### src/rtl/ttt_pkg.sv
// ---------------------------------------------------------------------------
// ttt_pkg
// Shared types and constants for the tic-tac-toe game controller.
//   board_t    : 9-bit board, bit i = cell i (cell 0 is the leftmost bit).
//   state_t    : controller states IDLE / PLAY / CHECK / DONE.
//   winner_t   : result codes 00 none, 01 P1, 10 P2, 11 draw.
//   LINE_MASKS : the 8 winning lines (3 rows, 3 columns, 2 diagonals).
//   cell_mask  : one-hot board mask for a cell index (all-zero above 8).
// ---------------------------------------------------------------------------
package ttt_pkg;

  localparam int CELLS     = 9;
  localparam int NUM_LINES = 8;

  typedef logic [0:CELLS-1] board_t;

  typedef enum logic [1:0] {
    IDLE  = 2'd0,
    PLAY  = 2'd1,
    CHECK = 2'd2,
    DONE  = 2'd3
  } state_t;

  typedef enum logic [1:0] {
    WIN_NONE = 2'b00,
    WIN_P1   = 2'b01,
    WIN_P2   = 2'b10,
    WIN_DRAW = 2'b11
  } winner_t;

  localparam board_t LINE_MASKS [NUM_LINES] = '{
    9'b111000000,  // row 0
    9'b000111000,  // row 1
    9'b000000111,  // row 2
    9'b100100100,  // column 0
    9'b010010010,  // column 1
    9'b001001001,  // column 2
    9'b100010001,  // diagonal 0-4-8
    9'b001010100   // diagonal 2-4-6
  };

  // Cell 0 sits at the leftmost bit, so shifting the top bit right by the
  // index lands on the right cell; indices above 8 shift out to zero.
  function automatic board_t cell_mask(input logic [3:0] pos);
    return board_t'(9'b100000000 >> pos);
  endfunction

endpackage

### src/rtl/ttt_game_ctrl_if.sv
// ---------------------------------------------------------------------------
// ttt_game_ctrl_if
// Move-entry handshake between the front end (master) and the game
// controller (slave). A move transfers on a cycle with move_valid and
// move_ready both high.
//   move_valid : move request qualifier            (master -> slave)
//   move_pos   : cell index 0..8, row-major         (master -> slave)
//   move_ready : controller can accept a move       (slave -> master)
// ---------------------------------------------------------------------------
interface ttt_game_ctrl_if;

  logic       move_valid;
  logic [3:0] move_pos;
  logic       move_ready;

  modport master (output move_valid, output move_pos, input move_ready);
  modport slave  (input move_valid, input move_pos, output move_ready);

endinterface

### src/rtl/ttt_line_check.sv
// ---------------------------------------------------------------------------
// ttt_line_check
// Combinational win detector: win is high when the board fully covers any
// of the 8 lines in LINE_MASKS.
//   board : one player's occupied cells
//   win   : that player holds a complete line
// ---------------------------------------------------------------------------
module ttt_line_check
  import ttt_pkg::*;
(
  input  board_t board,
  output logic   win
);

  // NOTE: every signal written in always_comb gets a default first, so no
  // path through the block can leave it unassigned and infer a latch.
  always_comb begin
    win = 1'b0;
    for (int i = 0; i < NUM_LINES; i++) begin
      if ((board & LINE_MASKS[i]) == LINE_MASKS[i]) win = 1'b1;
    end
  end

endmodule

### src/rtl/ttt_game_ctrl.sv
// ---------------------------------------------------------------------------
// ttt_game_ctrl
// Sequencing controller for one two-player tic-tac-toe game. Holds both
// boards, validates moves, alternates turns and reports win/draw.
//   clk, rst   : clock and synchronous active-high reset
//   start      : one-cycle pulse, clears the board and starts a game
//   move_if    : move handshake (move_valid, move_pos, move_ready)
//   board_p1/2 : occupied cells per player, bit i = cell i
//   turn       : player to move (0 = P1, 1 = P2)
//   move_count : accepted moves in this game, 0..9
//   illegal    : one-cycle pulse after a rejected move (or a forfeit)
//   game_over  : high while the game is finished
//   winner     : 00 none, 01 P1, 10 P2, 11 draw
// Optional feature macro TTT_TURN_TIMEOUT_EN: a player idle for
// TIMEOUT_CYCLES cycles in PLAY forfeits the turn.
// ---------------------------------------------------------------------------
module ttt_game_ctrl
  import ttt_pkg::*;
#(
  parameter bit FIRST_PLAYER   = 1'b0,
  parameter int TIMEOUT_CYCLES = 1000
) (
  input  logic                  clk,
  input  logic                  rst,
  input  logic                  start,
  ttt_game_ctrl_if.slave        move_if,
  output board_t                board_p1,
  output board_t                board_p2,
  output logic                  turn,
  output logic [3:0]            move_count,
  output logic                  illegal,
  output logic                  game_over,
  output logic [1:0]            winner
);

  if (TIMEOUT_CYCLES < 2) begin : g_bad_timeout
    $error("ttt_game_ctrl: TIMEOUT_CYCLES must be >= 2");
  end

  state_t     state_q, state_d;
  board_t     p1_q, p1_d, p2_q, p2_d;
  logic       turn_q, turn_d;
  logic [3:0] count_q, count_d;
  winner_t    winner_q, winner_d;
  logic       illegal_q, illegal_d;

`ifdef TTT_TURN_TIMEOUT_EN
  localparam int             TW        = $clog2(TIMEOUT_CYCLES);
  localparam logic [TW-1:0]  TIMER_MAX = TW'(TIMEOUT_CYCLES - 1);
  logic [TW-1:0] timer_q, timer_d;
`endif

  board_t mover_board;
  logic   mover_wins;
  logic   move_legal;

  // During CHECK turn still names the player who just moved.
  assign mover_board = turn_q ? p2_q : p1_q;

  ttt_line_check u_line_check (
    .board (mover_board),
    .win   (mover_wins)
  );

  assign move_legal = (move_if.move_pos <= 4'd8) &&
                      (((p1_q | p2_q) & cell_mask(move_if.move_pos)) == '0);

  always_comb begin
    state_d   = state_q;
    p1_d      = p1_q;
    p2_d      = p2_q;
    turn_d    = turn_q;
    count_d   = count_q;
    winner_d  = winner_q;
    illegal_d = 1'b0;
`ifdef TTT_TURN_TIMEOUT_EN
    timer_d   = timer_q;
`endif

    // start outranks any move offered in the same cycle.
    if (start) begin
      state_d  = PLAY;
      p1_d     = '0;
      p2_d     = '0;
      turn_d   = FIRST_PLAYER;
      count_d  = '0;
      winner_d = WIN_NONE;
`ifdef TTT_TURN_TIMEOUT_EN
      timer_d  = '0;
`endif
    end else begin
      unique case (state_q)
        IDLE: ;
        PLAY: begin
          if (move_if.move_valid) begin
            if (move_legal) begin
              if (turn_q) p2_d = p2_q | cell_mask(move_if.move_pos);
              else        p1_d = p1_q | cell_mask(move_if.move_pos);
              count_d = count_q + 4'd1;
              state_d = CHECK;
            end else begin
              illegal_d = 1'b1;
`ifdef TTT_TURN_TIMEOUT_EN
              timer_d   = '0;
`endif
            end
          end
`ifdef TTT_TURN_TIMEOUT_EN
          // An accepted move on the expiry cycle takes the branch above,
          // so the forfeit only fires when nothing was offered.
          else if (timer_q == TIMER_MAX) begin
            illegal_d = 1'b1;
            turn_d    = ~turn_q;
            timer_d   = '0;
          end else begin
            timer_d = timer_q + 1'b1;
          end
`endif
        end
        CHECK: begin
          // A completed line beats the 9-move draw rule.
          if (mover_wins) begin
            winner_d = turn_q ? WIN_P2 : WIN_P1;
            state_d  = DONE;
          end else if (count_q == 4'd9) begin
            winner_d = WIN_DRAW;
            state_d  = DONE;
          end else begin
            turn_d  = ~turn_q;
            state_d = PLAY;
`ifdef TTT_TURN_TIMEOUT_EN
            timer_d = '0;
`endif
          end
        end
        DONE: ;
        default: state_d = IDLE;
      endcase
    end
  end

  // NOTE: sequential state uses non-blocking assignments so every register
  // samples the pre-edge values, independent of statement order.
  always_ff @(posedge clk) begin
    if (rst) begin
      state_q   <= IDLE;
      p1_q      <= '0;
      p2_q      <= '0;
      turn_q    <= FIRST_PLAYER;
      count_q   <= '0;
      winner_q  <= WIN_NONE;
      illegal_q <= 1'b0;
`ifdef TTT_TURN_TIMEOUT_EN
      timer_q   <= '0;
`endif
    end else begin
      state_q   <= state_d;
      p1_q      <= p1_d;
      p2_q      <= p2_d;
      turn_q    <= turn_d;
      count_q   <= count_d;
      winner_q  <= winner_d;
      illegal_q <= illegal_d;
`ifdef TTT_TURN_TIMEOUT_EN
      timer_q   <= timer_d;
`endif
    end
  end

  assign move_if.move_ready = (state_q == PLAY);
  assign game_over          = (state_q == DONE);
  assign board_p1           = p1_q;
  assign board_p2           = p2_q;
  assign turn               = turn_q;
  assign move_count         = count_q;
  assign illegal            = illegal_q;
  assign winner             = winner_q;

endmodule

### src/flat_wrapper.sv
// flat-port wrapper written by rule: the top's interface ports become plain ports
module ttt_game_ctrl_flat import ttt_pkg::*;
#(
  parameter bit FIRST_PLAYER   = 1'b0,
  parameter int TIMEOUT_CYCLES = 1000
)
  (clk, rst, start, board_p1, board_p2, turn, move_count, illegal, game_over, winner, move_if_move_valid, move_if_move_pos, move_if_move_ready);
  ttt_game_ctrl_if move_if_i ();
  input  logic clk;
  input  logic rst;
  input  logic start;
  output board_t board_p1;
  output board_t board_p2;
  output logic turn;
  output logic [3:0] move_count;
  output logic illegal;
  output logic game_over;
  output logic [1:0] winner;
  input wire logic [$bits(move_if_i.move_valid)-1:0] move_if_move_valid;
  input wire logic [$bits(move_if_i.move_pos)-1:0] move_if_move_pos;
  output wire logic [$bits(move_if_i.move_ready)-1:0] move_if_move_ready;
  assign move_if_i.move_valid = move_if_move_valid;
  assign move_if_i.move_pos = move_if_move_pos;
  assign move_if_move_ready = move_if_i.move_ready;
  ttt_game_ctrl #(.FIRST_PLAYER(FIRST_PLAYER), .TIMEOUT_CYCLES(TIMEOUT_CYCLES)) u_core (.clk(clk), .rst(rst), .start(start), .move_if(move_if_i), .board_p1(board_p1), .board_p2(board_p2), .turn(turn), .move_count(move_count), .illegal(illegal), .game_over(game_over), .winner(winner));
endmodule
### config.mk
export PLATFORM = sky130hd
export DESIGN_NAME = ttt_game_ctrl_flat
export DESIGN_NICKNAME = d
export VERILOG_FILES = /design/src/rtl/ttt_pkg.sv /design/src/rtl/ttt_game_ctrl_if.sv /design/src/rtl/ttt_line_check.sv /design/src/rtl/ttt_game_ctrl.sv /design/src/flat_wrapper.sv
export SDC_FILE = /design/constraint.sdc
export NUM_CORES = 1
export LEC_CHECK = 0
export CORE_MARGIN = 2
export CORE_UTILIZATION = 48
export CTS_CLUSTER_DIAMETER = 60
export DETAILED_ROUTE_END_ITERATION = 7
export GPL_ROUTABILITY_DRIVEN = 0
export PLACE_DENSITY = 0.87
export REMOVE_ABC_BUFFERS = 1
export SYNTH_ARGS = -nofsm -noshare
export SYNTH_HDL_FRONTEND = slang
export SYNTH_SLANG_ARGS = --single-unit
### constraint.sdc
create_clock -name clk -period 3.7 [get_ports clk]
set_input_delay 1.11 -clock clk [delete_from_list [all_inputs] [get_ports clk]]
set_output_delay 1.11 -clock clk [all_outputs]
set_load 0.02 [all_outputs]
After elaboration in Yosys (flattened, before gate mapping)
Index checks and enable logic that the tools add are counted.
{"block": "totals", "ff_bits": 28, "in_bits": 8, "output_inout_bits": 28, "word_cells": 69}
{"block": "op_classes", "add_sub_neg": 1, "magnitude_cmp": 1, "n_eq_ne": 16, "n_shift": 1, "mux": 19, "n_bitwise": 9, "n_reduce_logical": 14}
{"operator": "$or 9x9->9", "n": 3}
{"operator": "$eq 3x3->1 const B", "n": 8}
{"operator": "$mux 2", "n": 7}
{"operator": "$reduce_and 3->1", "n": 4}
{"operator": "$mux 1", "n": 10}
{"operator": "$and 9x9->9", "n": 1}
{"operator": "$logic_not 9->1", "n": 1}
{"operator": "$mux 9", "n": 1}
{"operator": "$shr 9x4->9 const A", "n": 1}
{"operator": "$reduce_and 4->1", "n": 2}
{"operator": "$not 1->1", "n": 5}
{"operator": "$add 4x1->4 const B", "n": 1}
{"operator": "$eq 2x2->1 const B", "n": 2}
{"operator": "$eq 4x4->1 const B", "n": 1}
{"operator": "$le 4x4->1 const B", "n": 1}
{"operator": "$pmux 2 s2", "n": 1}
{"operator": "$reduce_bool 2->1", "n": 2}
{"operator": "$reduce_or 4->1", "n": 1}
{"operator": "$ne 3x2->1 const B", "n": 1}
{"operator": "$ne 3x3->1 const B", "n": 1}
{"operator": "$reduce_bool 3->1", "n": 1}
{"operator": "$eq 2x1->1 const B", "n": 1}
{"operator": "$ne 2x1->1 const B", "n": 1}
{"operator": "$ne 2x2->1 const B", "n": 1}
{"operator": "other kinds (3)", "n": 3}

Longest topological paths before layout
{"block": "depth", "ltp_word": 13, "mapped_depth": 7}

Modules after synthesis
A second synthesis with hierarchy kept.
{"block": "unflattened", "hier_cells": 169, "hier_area_um2": 1406.3}
{"mod": "ttt_game_ctrl", "instances": 1, "cells_per_inst": 162, "area_each_um2": 1352.5}
{"mod": "ttt_line_check", "instances": 1, "cells_per_inst": 7, "area_each_um2": 53.8}

Least setup slack after synthesis
No wires, ideal clock.
{"block": "synth_path", "kind": "in2reg", "start": "input port move_if_move_pos[0]", "end": "register u_core.count_q[3], in the netlist u_core.move_count[3]", "setup_time_ps": 70, "t_arrival_ps": 2910, "required_time_ps": 3630, "path_slack_ps": 720, "stages": 7, "path_buffers": 2, "path_cell_list": "buf_6 > or2_1 > o41a_1 > or4_1 > buf_2 > or4_1 > a21oi_1"}
{"block": "synth_via", "elab_chain_cells": 5}
{"item": "start: declaration", "line": "flat_wrapper.sv:20", "text": "input wire logic [$bits(move_if_i.move_pos)-1:0] move_if_move_pos;"}
{"item": "$shr 9x4->9", "line": "ttt_pkg.sv:45", "text": "return board_t'(9'b100000000 >> pos);"}
{"item": "$and 9x9->9", "line": "ttt_game_ctrl.sv:66", "text": "(((p1_q | p2_q) & cell_mask(move_if.move_pos)) == '0);"}
{"item": "$logic_not 9->1", "line": "ttt_game_ctrl.sv:66"}
{"item": "$logic_and 1x1->1 *", "line": "ttt_game_ctrl.sv:65", "text": "assign move_legal = (move_if.move_pos <= 4'd8) &&"}
{"item": "$reduce_and 3->1 (no line) *"}
{"item": "end signal: assignment", "line": "ttt_game_ctrl.sv:161", "text": "count_q <= count_d;"}
{"item": "end: declaration", "line": "ttt_game_ctrl.sv:43", "text": "logic [3:0] count_q, count_d;"}
Mark *: on every way between the ends. The rest lies on a longest branch, timed or not.
A chain may end at the register's enable or synchronous reset.

Worst setup path after layout
Ends and elaborated chain as after synthesis.

==> results.txt <==
For this run, the leading register cell type out of synthesis is sky130_fd_sc_hd__dfxtp_1. The worst setup path is captured at a flop. The number of global-route vias before repair is 1410, and the headroom to the max-slew limit is 51.27%. The number of buffers inserted by port buffering was 35. The overall via count from detail_route was 1507; the average wire per standard cell was 18.10 µm. The total overflow left after global routing is 0.

For the starting DRC count in detailed routing, the log shows 108. The clock root buffer was sky130_fd_sc_hd__clkbuf_4. The via count normalized by instance count was 6.668.

Broken down by cell family, the worst path's largest delay share belongs to simple AND/OR/NAND/NOR gates. Sink count of the clock tree: 28. With fillers left out, the area of the finished cells amounts to 1817 µm².

The share of post-route cells with drive strength above 1 was 7.179%. The maximum count of clock buffers along a single path came out at 2. The critical path buffer and inverter count came out at 1. In the final timing run, aggregate negative setup slack is 0 ps. At the worst endpoint, the arrival time is 3540 ps. The signal on the critical path passes through clkdlybuf4s50_1, or2_1, o41a_1, or4_1, or4_1, a21oi_1.

The run gives 2758 µm² as the core outline area. For this design the static power due to leakage is 0.6112 nW. Of the synthesized area, sequential elements account for 40.07%. The data required time at the worst endpoint came out at 3970 ps. Entering global routing, the biggest net connects 23 pins. Setup repair after global routing left no endpoint under its margin. In this run, distinct cell masters in the synthesized netlist total 44.

At the end of the flow, the number of nets in the layout was 207. Measured along the x axis, the die boundary spans 57.99 µm. The remaining antenna violation count after routing was 0; the worst vdd rail ir drop was 0.2719 mV.

The run gives 0 as the number of max-capacitance violations reported. The buffers inserted during post-CTS setup optimization is 0. The run gives 158 as the instance count of the mapped netlist.

In this run the worst path has a maximum fanout of 9. The number of warnings issued by yosys was 0; the power density over the cells was 263.1 nW/µm². Biggest area consumer among synthesized cells: sky130_fd_sc_hd__dfxtp_1. The number of synthesized register bits works out to 28. During I/O placement, the number of pins put on the boundary was 36.

Clock-pin slew was measured on the worst setup and hold paths at 140 ps. The tightest hold path in the finished design has a slack of 515.2 ps. The number of detailed-route iterations in the first pass is 5, and the worst-margin pin slew is 724.2 ps. The mapped netlist covers 1399 µm².

Global routing used 24.60% of the available tracks. For the initial core utilization, the log shows 50.73%. For the die outline area, the log shows 3362 µm².

The tools report the total power of the final layout as 0.4779 mW. The relative area change from synthesis to final layout came out at 29.87%. TritonCTS built the clock tree. The chip height works out to 57.99 µm.

The count of flip-flops with a built-in enable after synthesis came out at 0. The final cycle utilization of the critical path is 88.57%. The total of endpoints with negative setup slack in the final report was 0. The slowest stage of the critical path belongs to the cell sky130_fd_sc_hd__clkdlybuf4s50_1. The largest single stage delay on the critical path is 550 ps. The flow ran to the end, and the final reports show no timing, DRC or antenna violations. The tools report the kind of start point of the critical path as an input port. The tools report the number of design rule violations left after detail routing as 0.

The initial antenna violation count came out at 0. The startpoint-to-endpoint class of the critical path was in -> reg. The proportion of netlist area held by the largest area contributor works out to 40.07%. The run gives 1 as the maximum level of the CTS H-tree.

The most prevalent standard cell on the critical path was sky130_fd_sc_hd__or4_1. The run gives 0 as the number of hold-repair buffers added at the cts stage. The run gives 0 as the final max-slew violation count. The logs give 19 for the site row count and 0 for the antenna diode count. Gates resized during post-CTS repair numbered 0.

The library cell used most frequently in the layout, excluding fill and tap cells, is sky130_fd_sc_hd__clkdlybuf4s50_1. Of all flip-flops after synthesis, the portion carrying an async set or reset was 0%. The path class of the tightest hold or removal check is reg -> reg. Sorting the synthesized cells by area gives the leading types as sky130_fd_sc_hd__dfxtp_1 40%, sky130_fd_sc_hd__a32o_1 7.9%, sky130_fd_sc_hd__nand2_1 4.6%.

The tools report the post-detailed-placement cell area as 1794 µm². Post-synthesis average cell area: 8.853 µm². The library cells used most frequently in the layout, excluding fill and tap cells, are 35 x sky130_fd_sc_hd__clkdlybuf4s50_1, 28 x sky130_fd_sc_hd__dfxtp_1, 17 x sky130_fd_sc_hd__nand2_1. For this run, the top clock speed supported by timing is 0.3052 GHz. After layout, the minimum clock period comes to 3277 ps. For the worst-skew pair, the clock arrives at the later sink with an insertion delay of 320 ps.

The final layout contains routed wiring with a total length of 4091 µm. The worst setup skew after layout is 3.169 ps. The tools report the utilization after layout as 65.88%. Count of endpoints failing hold in the final timing report: 0.

The half-perimeter wire length after placement came out at 2988 µm. For the number of CTS-inserted buffers, the log shows 3. The tools report the first-pass GRT wire length as 6348 µm.
## worst reg2reg max path, stage by stage (launching register included)
cell	delay, ps
sky130_fd_sc_hd__dfxtp_1	400
sky130_fd_sc_hd__nor3_1	190
sky130_fd_sc_hd__a2111oi_0	100
sky130_fd_sc_hd__buf_4	180
sky130_fd_sc_hd__or4_1	640
sky130_fd_sc_hd__or4_1	520
sky130_fd_sc_hd__a21oi_1	150
## flip-flops by register name, summed over array words and instances (netlist names)
| register | count |
|---|---|
| u_core.board_p1 | 9 |
| u_core.board_p2 | 9 |
| u_core.illegal | 1 |
| u_core.move_count | 4 |
| u_core.state_q | 2 |
| u_core.turn | 1 |
| u_core.winner | 2 |
## logic make-up after synthesis
| family | Yosys count | synth area share, % |
|---|---|---|
| adder cells (fa/ha/maj) | 2 | 1.789 |
| buffers and inverters | 12 | 3.845 |
| AO/OA/AOI/OAI | 48 | 27.01 |
| flip-flops | 28 | 40.07 |
| AND/OR/NAND/NOR | 65 | 23.88 |
| multiplexers | 3 | 3.399 |
## where the power goes
group / leakage [nW] / internal (mW) / switching, mW
Combinational: 0.372 / 0.0200 / 0.0279
Sequential: 0.226 / 0.303 / 0.00205
Clock: 0.0138 / 0.0382 / 0.0864
## metrics by stage
step	setup slack, ps	std cells
floorplan	836.0	152
global placement	202.2	223
detailed placement	123.6	223
CTS	445.0	226
global route	354.7	226
finish	423.0	226
## worst paths after layout
check	startpoint	end	slack, ps	depth (start not counted)
hold reg to reg	u_core.winner[0]$_SDFFE_PP0P_	u_core.winner[0]$_SDFFE_PP0P_	520	1
setup / recovery	move_if_move_pos[0]	u_core.move_count[3]$_SDFFE_PP0P_	420	6
setup reg to reg	u_core.board_p1[4]$_SDFFE_PP0P_	u_core.move_count[3]$_SDFFE_PP0P_	1470	6
hold / removal	u_core.winner[0]$_SDFFE_PP0P_	u_core.winner[0]$_SDFFE_PP0P_	520	1
## synthesized netlist by cell type (4+ instances only)
master / instances
sky130_fd_sc_hd__dfxtp_1: 28
sky130_fd_sc_hd__a32o_1: 11
sky130_fd_sc_hd__nor2_1: 14
sky130_fd_sc_hd__clkbuf_1: 4
sky130_fd_sc_hd__nor3_1: 6
sky130_fd_sc_hd__a22o_1: 4
sky130_fd_sc_hd__nand2b_1: 4
sky130_fd_sc_hd__o21ai_0: 9
sky130_fd_sc_hd__inv_1: 6
sky130_fd_sc_hd__nand2_1: 17
## layer usage
| layer | track usage, % | wire length, µm | share of wire (%) |
|---|---|---|---|
| met5 | 0 | 0 | 0 |
| met4 | 13.62 | 137 | 3.3 |
| met3 | 2.902 | 401 | 9.8 |
| met1 | 30.99 | 1591 | 39 |
| met2 | 40.91 | 1962 | 48 |
## area by class of cell
cell class	count	area [µm²]
clock buffer	3	22.52
multi-input combinational	118	784.5
fill	219	940.9
timing repair buffer	40	387.9
inverter	6	22.52
tap	31	38.79
sequential	28	560.5
Note: power is estimated with default switching activity, not from simulation.
